**src/rtl/count_sched_pkg.sv**
```systemverilog
// Shared constants and types for the count-engine chunk scheduler.
// Phase encoding mirrors the engine's 3-phase MSB-first plane walk.
package count_sched_pkg;

   localparam logic [1:0] PH_0 = 2'd0;
   localparam logic [1:0] PH_1 = 2'd1;
   localparam logic [1:0] PH_2 = 2'd2;

   localparam int LANES      = 32;
   localparam int LANE_W     = 4;
   localparam int CHUNK_W    = LANES * LANE_W;
   localparam int ENG_SUM_W  = 16;
   localparam int SAMPLE_LAG = 5;
   // One window is 3 cycles, so this many tags can be outstanding at once.
   localparam int TAG_DEPTH  = (SAMPLE_LAG + 2) / 3;

   typedef struct packed {
      logic valid;
      logic last;
   } tag_t;

   function automatic logic [1:0] ph_next(input logic [1:0] ph);
      logic [1:0] nxt;
      case (ph)
         PH_2:    nxt = PH_0;
         PH_0:    nxt = PH_1;
         default: nxt = PH_2;
      endcase
      return nxt;
   endfunction

endpackage

```
**src/rtl/count_sched_tagq.sv**
```systemverilog
// Shift queue of window tags: a tag enters at every ph2 edge and is consumed
// at the second ph1 edge after it, when its engine sum is sampled.
module count_sched_tagq
   import count_sched_pkg::*;
(
   input  logic clk,
   input  logic rst,
   input  logic push,
   input  tag_t push_tag,
   input  logic pop,
   output tag_t head,
   output logic last_inflight,
   output logic any_inflight
);

   tag_t q [TAG_DEPTH];

   always_ff @(posedge clk or negedge rst) begin
      if (!rst) begin
         for (int i = 0; i < TAG_DEPTH; i++) q[i] <= '0;
      end else if (push) begin
         q[0] <= push_tag;
         for (int i = 1; i < TAG_DEPTH; i++) q[i] <= q[i-1];
      end else if (pop) begin
         q[TAG_DEPTH-1] <= '0;
      end
   end

   assign head = q[TAG_DEPTH-1];

   always_comb begin
      last_inflight = 1'b0;
      any_inflight  = 1'b0;
      for (int i = 0; i < TAG_DEPTH; i++) begin
         last_inflight = last_inflight | (q[i].valid & q[i].last);
         any_inflight  = any_inflight  | q[i].valid;
      end
   end

endmodule

```
**src/rtl/count_chunk_scheduler.sv**
```systemverilog
// Holds each chunk on the bit-serial count engine for one 3-cycle window and accumulates the
// sampled engine sums into one dot product per job. Define ACC_SAT_EN for saturating accumulation.
module count_chunk_scheduler
   import count_sched_pkg::*;
#(
   parameter int ACC_W = 24
)(
   input  logic                        clk,
   input  logic                        rst,
   input  logic                        in_valid,
   output logic                        in_ready,
   input  logic                        in_last,
   input  logic [CHUNK_W-1:0]          in_weight,
   input  logic [CHUNK_W-1:0]          in_act,
   output logic [CHUNK_W-1:0]          eng_weight,
   output logic [CHUNK_W-1:0]          eng_act,
   input  logic signed [ENG_SUM_W-1:0] eng_sum,
   output logic                        out_valid,
   input  logic                        out_ready,
   output logic signed [ACC_W-1:0]     out_sum,
   output logic                        out_ovf,
   output logic                        busy
);

   // Handshakes: a transfer happens on the clk edge where valid && ready; in_ready depends only on
   // internal state, and out_valid/out_sum hold steady until out_ready completes the transfer.
   logic [1:0]       ph;
   logic             accept, sample, last_inflight, any_inflight;
   tag_t             push_tag, head;
   logic [ACC_W-1:0] acc, acc_next, sum_ext;

   assign in_ready = (ph == PH_2) && !out_valid && !last_inflight;
   assign accept   = in_valid && in_ready;
   assign push_tag = '{valid: accept, last: accept && in_last};
   assign sample   = (ph == PH_1) && head.valid;
   assign busy     = any_inflight || out_valid;
   assign sum_ext  = ACC_W'(eng_sum);

   count_sched_tagq u_tagq (
      .clk           (clk),
      .rst           (rst),
      .push          (ph == PH_2),
      .push_tag      (push_tag),
      .pop           (ph == PH_1),
      .head          (head),
      .last_inflight (last_inflight),
      .any_inflight  (any_inflight)
   );

`ifdef ACC_SAT_EN
   logic [ACC_W:0] acc_wide;
   logic           clamp, ovf_acc;

   assign acc_wide = {acc[ACC_W-1], acc} + {sum_ext[ACC_W-1], sum_ext};
   assign clamp    = acc_wide[ACC_W] != acc_wide[ACC_W-1];

   always_comb begin
      acc_next = acc_wide[ACC_W-1:0];
      if (clamp)
         acc_next = acc_wide[ACC_W] ? {1'b1, {(ACC_W-1){1'b0}}} : {1'b0, {(ACC_W-1){1'b1}}};
   end

   always_ff @(posedge clk or negedge rst) begin
      if (!rst) begin
         ovf_acc <= 1'b0;
         out_ovf <= 1'b0;
      end else if (sample) begin
         if (head.last) begin
            out_ovf <= ovf_acc | clamp;
            ovf_acc <= 1'b0;
         end else begin
            ovf_acc <= ovf_acc | clamp;
         end
      end
   end
`else
   assign acc_next = acc + sum_ext;
   assign out_ovf  = 1'b0;
`endif

   always_ff @(posedge clk or negedge rst) begin
      if (!rst) begin
         ph         <= PH_2;
         eng_weight <= '0;
         eng_act    <= '0;
         acc        <= '0;
         out_valid  <= 1'b0;
         out_sum    <= '0;
      end else begin
         ph <= ph_next(ph);
         // Idle windows feed zeros so the engine never sees stale operands.
         if (ph == PH_2) begin
            eng_weight <= accept ? in_weight : '0;
            eng_act    <= accept ? in_act    : '0;
         end
         if (out_valid && out_ready) out_valid <= 1'b0;
         if (sample) begin
            if (head.last) begin
               out_sum   <= acc_next;
               out_valid <= 1'b1;
               acc       <= '0;
            end else begin
               acc <= acc_next;
            end
         end
      end
   end

endmodule

```
**config.mk**
```make
export PLATFORM = sky130hd
export DESIGN_NAME = count_chunk_scheduler
export DESIGN_NICKNAME = d
export VERILOG_FILES = /design/src/rtl/count_sched_pkg.sv /design/src/rtl/count_sched_tagq.sv /design/src/rtl/count_chunk_scheduler.sv
export SDC_FILE = /design/constraint.sdc
export NUM_CORES = 1
export LEC_CHECK = 0
export ABC_CLOCK_PERIOD_IN_PS = 2470
export BUFFER_PORTS_ARGS = -buffer_cell sky130_fd_sc_hd__buf_2
export CAP_MARGIN = 30
export CELL_PAD_IN_SITES_DETAIL_PLACEMENT = 1
export CELL_PAD_IN_SITES_GLOBAL_PLACEMENT = 2
export CORE_ASPECT_RATIO = 1.1
export CORE_UTILIZATION = 26
export CTS_BUF_LIST = sky130_fd_sc_hd__clkbuf_8 sky130_fd_sc_hd__clkbuf_16
export DETAILED_ROUTE_END_ITERATION = 10
export HOLD_SLACK_MARGIN = 0.05
export PLACE_DENSITY_LB_ADDON = 0.1
export SKIP_LAST_GASP = 1
export SYNTH_ARGS = -nofsm -noshare
export SYNTH_HDL_FRONTEND = slang
export SYNTH_HIERARCHICAL = 1
export SYNTH_SLANG_ARGS = --single-unit
export TNS_END_PERCENT = 20
```
**constraint.sdc**
```tcl
create_clock -name clk -period 2.47 [get_ports clk]
set_input_delay 0.1235 -clock clk [delete_from_list [all_inputs] [get_ports clk]]
set_output_delay 0.1235 -clock clk [all_outputs]
set_load 0.005 [all_outputs]
```
* After elaboration in Yosys (flattened, before gate mapping)
Index checks and enable logic that the tools add are counted.
** Storage, ports and cells
- Logic and storage cells :: 38
- Input port bits :: 277
- Flip-flop bits (word level) :: 311
** Operators by class
- Reduce and logical (&&, ||, !) cells :: 12
- Mux-type cells :: 9
- Bitwise logic cells :: 4
- Eq/ne operators :: 2
- Add/subtract/negate cells :: 1
** Operators by type and width (count)
- $mux W128 :: 2
- $add A24 B24 Y24 :: 1
- $mux W24 :: 1
- $logic_and A1 B1 Y1 :: 6
- $mux W2 :: 2
- $pmux W2 S2 :: 1
- $mux W1 :: 3
- $and A1 B1 Y1 :: 2
- $eq A2 B1 Y1 const B :: 1
- $eq A2 B2 Y1 const B :: 1
- $logic_not A1 Y1 :: 2
- $logic_not A2 Y1 :: 1
- $or A1 B1 Y1 :: 2
- $reduce_and A2 Y1 :: 1
- $reduce_bool A2 Y1 :: 1
- $logic_or A1 B1 Y1 :: 1

* Logic depth before layout (Yosys ltp)
- Word-level depth :: 6
- Depth in mapped cells :: 10

* Cells and area by module
The synthesis kept the hierarchy.
** Modules (own cells, without submodules)
- count_chunk_scheduler :: area each 11956.5 um^2, times used 1, cells an instance 911, sequential area each 7683.6 um^2
- count_sched_tagq :: area each 173.9 um^2, times used 1, cells an instance 13, sequential area each 100.1 um^2

* Worst setup path after synthesis
OpenSTA, ideal clock, no wires.
- Path type :: reg-to-reg
- From :: reg acc[4]
- To :: reg acc[21]
- Stages on the path, launching flop included :: 9
- Slack :: 0.157 ns
- Setup time :: 0.095 ns
- Period minus slack after synthesis :: 2.313 ns
- Data arrival time :: 2.217 ns
- Cells stage by stage :: dfrtp_1 ha_1 and2_4 nand3_4 a211o_1 a21o_1 a2111o_1 and3b_1 o31ai_1
** On the way
- Word-level cells in the longest chain between the ends :: 2
** Ends and longest elaborated chain
- start: declaration :: RTL line count_chunk_scheduler.sv:30 : logic [ACC_W-1:0] acc, acc_next, sum_ext;
- start signal: assignment :: RTL line count_chunk_scheduler.sv:103 : acc <= acc_next;
- $add A24 B24 Y24 :: RTL line count_chunk_scheduler.sv:77 : assign acc_next = acc + sum_ext;
- $mux W24 :: RTL line count_chunk_scheduler.sv:98 : if (head.last) begin
No other way between the ends.
A chain may end at the register's enable or synchronous reset.

* Worst setup path after layout
- From :: reg acc[4]
- To :: reg out_sum[21]
** On the way
- Word-level cells in the longest chain between the ends :: 1
** Ends and longest elaborated chain
- $add A24 B24 Y24 :: RTL line count_chunk_scheduler.sv:77
- end signal: assignment :: RTL line count_chunk_scheduler.sv:99 : out_sum <= acc_next;
- end: declaration :: RTL line count_chunk_scheduler.sv:20 : output logic signed [ACC_W-1:0] out_sum,
No other way between the ends.

==> summary.md <==
| Metric | Value |
|---|---|
| Number of global-route vias before repair | `12400` |
| Core box area | `45800 µm²` |
| P per Cell Area | `approximately 790 nW/µm²` |
| Ys async rst share | `1.00` |
| Rel. slew slack | `0.250` |
| Total number of vias | `about 11000` |
| Fillers | `5026` |
| Setup Skew | `0.0230 ns` |
| Met2 GRT Util | `0.378` |
| Starting DRC count in detailed routing | `534` |
| Layout area overhead | `61.3%` |
| Clk sinks | `a little over 300` |
| Final setup fails | `0` |
| CP Capture Type | `flip-flop` |
| Root buf cell | `clkbuf_16` |
| Die area | `47500 µm²` |
| Prevailing post-synth register cell | `dfrtp_1` |
| Initial core utilization | `0.265` |
| First-pass GRT wire length | `76900 µm` |
| Synthesized area | `12100 µm²` |
| Setup TNS | `0 ns` |
| Hold_sp | `eng_sum[8]` |
| Synth cell types | `50` |
| Endpoints failing hold | `0` |
| Setup WS pre-CTS | `-0.0110 ns` |
| RR Startpoint | `acc[4]$_DFFE_PN0P_` |
| Tot Pwr | `about 15 mW` |
| Fmax achieved | `0.416 GHz` |
| Maxcap violations | `0` |
| Total GRT Usage | `0.212` |
| Crit path time final | `2.40 ns` |
| Final worst setup slack | `roughly 0.068 ns` |
| Worst-Skew Late Latency | `0.55 ns` |
| CTS tree | `yes` |
| Largest net degree at the start of global routing | `214` |
| Post-detail-place hpwl | `35400 µm` |
| Worst-margin pin slew | `1.13 ns` |
| Row count | `82` |
| Setup Crit Path Kind | `reg2reg` |
| RSZ-0062 raised after global routing | `true` |
| Leak Pwr | `10.1 nW` |
| CP Launch Type | `flip-flop` |
| Top cells by area, synth | `dfrtp_1 64%, a22o_1 19%, ha_1 2.4%, o21ai_0 2.1%, nand2_1 1.9%` |
| IO Count | `561` |
| IO Port Bufs | `around 560` |
| Residual DRC | `0` |
| Vias per cell | `4.68` |
| Final cycle utilization of the critical path | `0.973` |
| Worst EP arrival | `2.84 ns` |
| Worst-path fanout max | `3` |
| Gate Count Post-Synth | `924` |
| Initial antenna violation count | `3` |
| GR Util met3 | `0.0574` |
| Yosys top cell area share | `0.640` |
| Post-Syn Nets | `about 1200` |
| Chip Height | `229 µm` |
| CP startpoint | `acc[4]$_DFFE_PN0P_` |
| Hold path depth | `4` |
| GR Layer Usage met1 | `0.242` |
| FF-to-FF End | `out_sum[21]$_DFFE_PN0P_` |
| Critical path required time | `2.91 ns` |
| Max clock buf depth | `3` |
| DIE WIDTH | `208 µm` |
| Post-route antenna net violation count | `0` |
| #FFs+latches synth | `between 300 and 400` |
| CTS Buf Count | `37` |
| Status | `complete, no violations` |
| HP Class | `in2reg` |
| GRT busiest layer | `met2` |
| Fin Hold WS | `0.0870 ns` |
| EDFF count, synth | `0` |
| H-Tree Depth | `2` |
| R2R depth | `8` |
| DRT Pass-1 Iters | `4` |
| Slew Viols, Final | `0` |
| Grt total ovfl | `0` |
| Sequential-to-total area share from yosys stat | `0.642` |
| Synth warn | `6` |
| WL final | `50100 µm` |
| Max VDD drop | `between 0.3 and 0.4 mV` |
| Worst Hold Path EP | `out_sum[8]$_DFFE_PN0P_` |
| Reg2Reg Setup Slack | `0.07 ns` |
| Per-cell routed wire length | `21.3 µm` |
| Layout cell share with drive strength beyond 1 | `0.376` |
| Reg clk slew, reported paths | `0.06 ns` |
| Biggest area consumer among synthesized cells | `dfrtp_1` |
| Gpl congestion | `0.819` |
| Avg Cell Area, Syn | `13.1 µm²` |
| Nets | `2039` |
==> timing repair <==
item	CTS	global route
pin swaps	0	4
hold buffers	261	0
setup buffers	0	0
gates resized for setup	1	9
setup endpoints to repair	3	11
endpoints found under the hold margin	570	0
==> registers in the layout (all words and copies together) (netlist names) <==
name / cells
u_tagq/q: 2
acc: 24
eng_act: 128
eng_weight: 128
u_tagq/head: 2
out_valid: 1
out_sum: 24
ph: 2
==> layout by cell type, fill, tap and decap left out, drive strengths merged, types with 9 or more instances in the layout <==
master / n
clkbuf: 46
dlygate4sd3: 261
dfrtp: 310
a22o: 260
inv: 20
a21o: 9
o21ai: 50
nand2: 63
xor2: 13
a21oi: 21
ha: 23
nor2: 12
buf: 590
==> worst max-delay path, cell delays in order (launching register included) <==
cell and delay (ns):
dfrtp_1 0.38, ha_1 0.29, and2_4 0.17, nand3_4 0.08
a211o_1 0.35, a21o_1 0.18, a2111o_1 0.42, and3b_1 0.22
o31ai_2 0.22
==> worst max path at each step <==
stage	slack, ns	endpoint	depth (start not counted)
after CTS	0.02	acc[20]$_DFFE_PN0P_	11
after detailed placement	-0.01	out_sum[21]$_DFFE_PN0P_	8
final	0.07	out_sum[21]$_DFFE_PN0P_	8
after floorplan	0.16	acc[21]$_DFFE_PN0P_	8
after global placement	0.04	acc[21]$_DFFE_PN0P_	8
after global routing	-0.05	out_sum[21]$_DFFE_PN0P_	8
==> synthesized netlist by cell type, types with 2 or more instances <==
cell type and number:
o21bai_1 4, dfrtp_1 310, and2_1 2, nor2_1 12, clkbuf_1 60, a21o_1 9
a22o_1 260, buf_4 3, a21oi_1 21, nor3_1 4, nand3_1 5, xnor2_1 7
ha_1 23, nand2_1 63, mux2_2 5, nor2b_1 4, nand2b_1 5, buf_2 12
or2_2 2, nand4_1 4, inv_1 8, a31oi_1 6, o31ai_1 3, a211oi_1 5
xor2_1 13, o21ai_0 50
==> area by class of cell <==
cell class                      count  area, µm²  share of cell area
Sequential cell                   311       7780               0.398
Antenna cell                        3       7.51            0.000384
Inverter                            8       30.0             0.00153
Clock buffer                       46       1060              0.0542
Multi-Input combinational cell    529       4060               0.208
Tap cell                          588        736              0.0376
Timing Repair Buffer              851       5780               0.295
Clock inverter                     18        111             0.00569
==> where the power goes <==
group          leakage (nW)  internal [mW]  switching, mW
combinational          5.46           1.94           2.01
sequential             4.02           5.74          0.363
clock                 0.626           3.12           2.22
==> layer usage <==
metal  wire length, µm  vias up  part of all wire
li1                  -     5072                 -
met1             19400     5534              0.39
met2             26100      326              0.52
met3              3030       81             0.060
met4              1560        0             0.031
met5                 0        -                 0
==> cell families (layout without fill, tap and decap cells) <==
kind of cell    after synthesis  after routing  synth area share
buf+inv                      84            923            0.0282
flops                       311            311             0.642
mux                           6              6           0.00547
compound gates              369            369             0.242
other cells                   1              4          0.000309
fa+ha+maj                    24             24            0.0254
xor+xnor                     21             21            0.0163
simple gates                108            108            0.0408
==> stage by stage <==
step / util / std cells / cell area [µm²]
3_5_place_dp: 0.344 / 2026 / 15700
4_1_cts: 0.426 / 2351 / 19500
6_report: 0.428 / 2354 / 19600
2_1_floorplan: - / 924 / 12100
3_3_place_gp: 0.344 / 2026 / 15700
5_1_grt: 0.428 / 2354 / 19600
(Power assumes the default switching activity.)
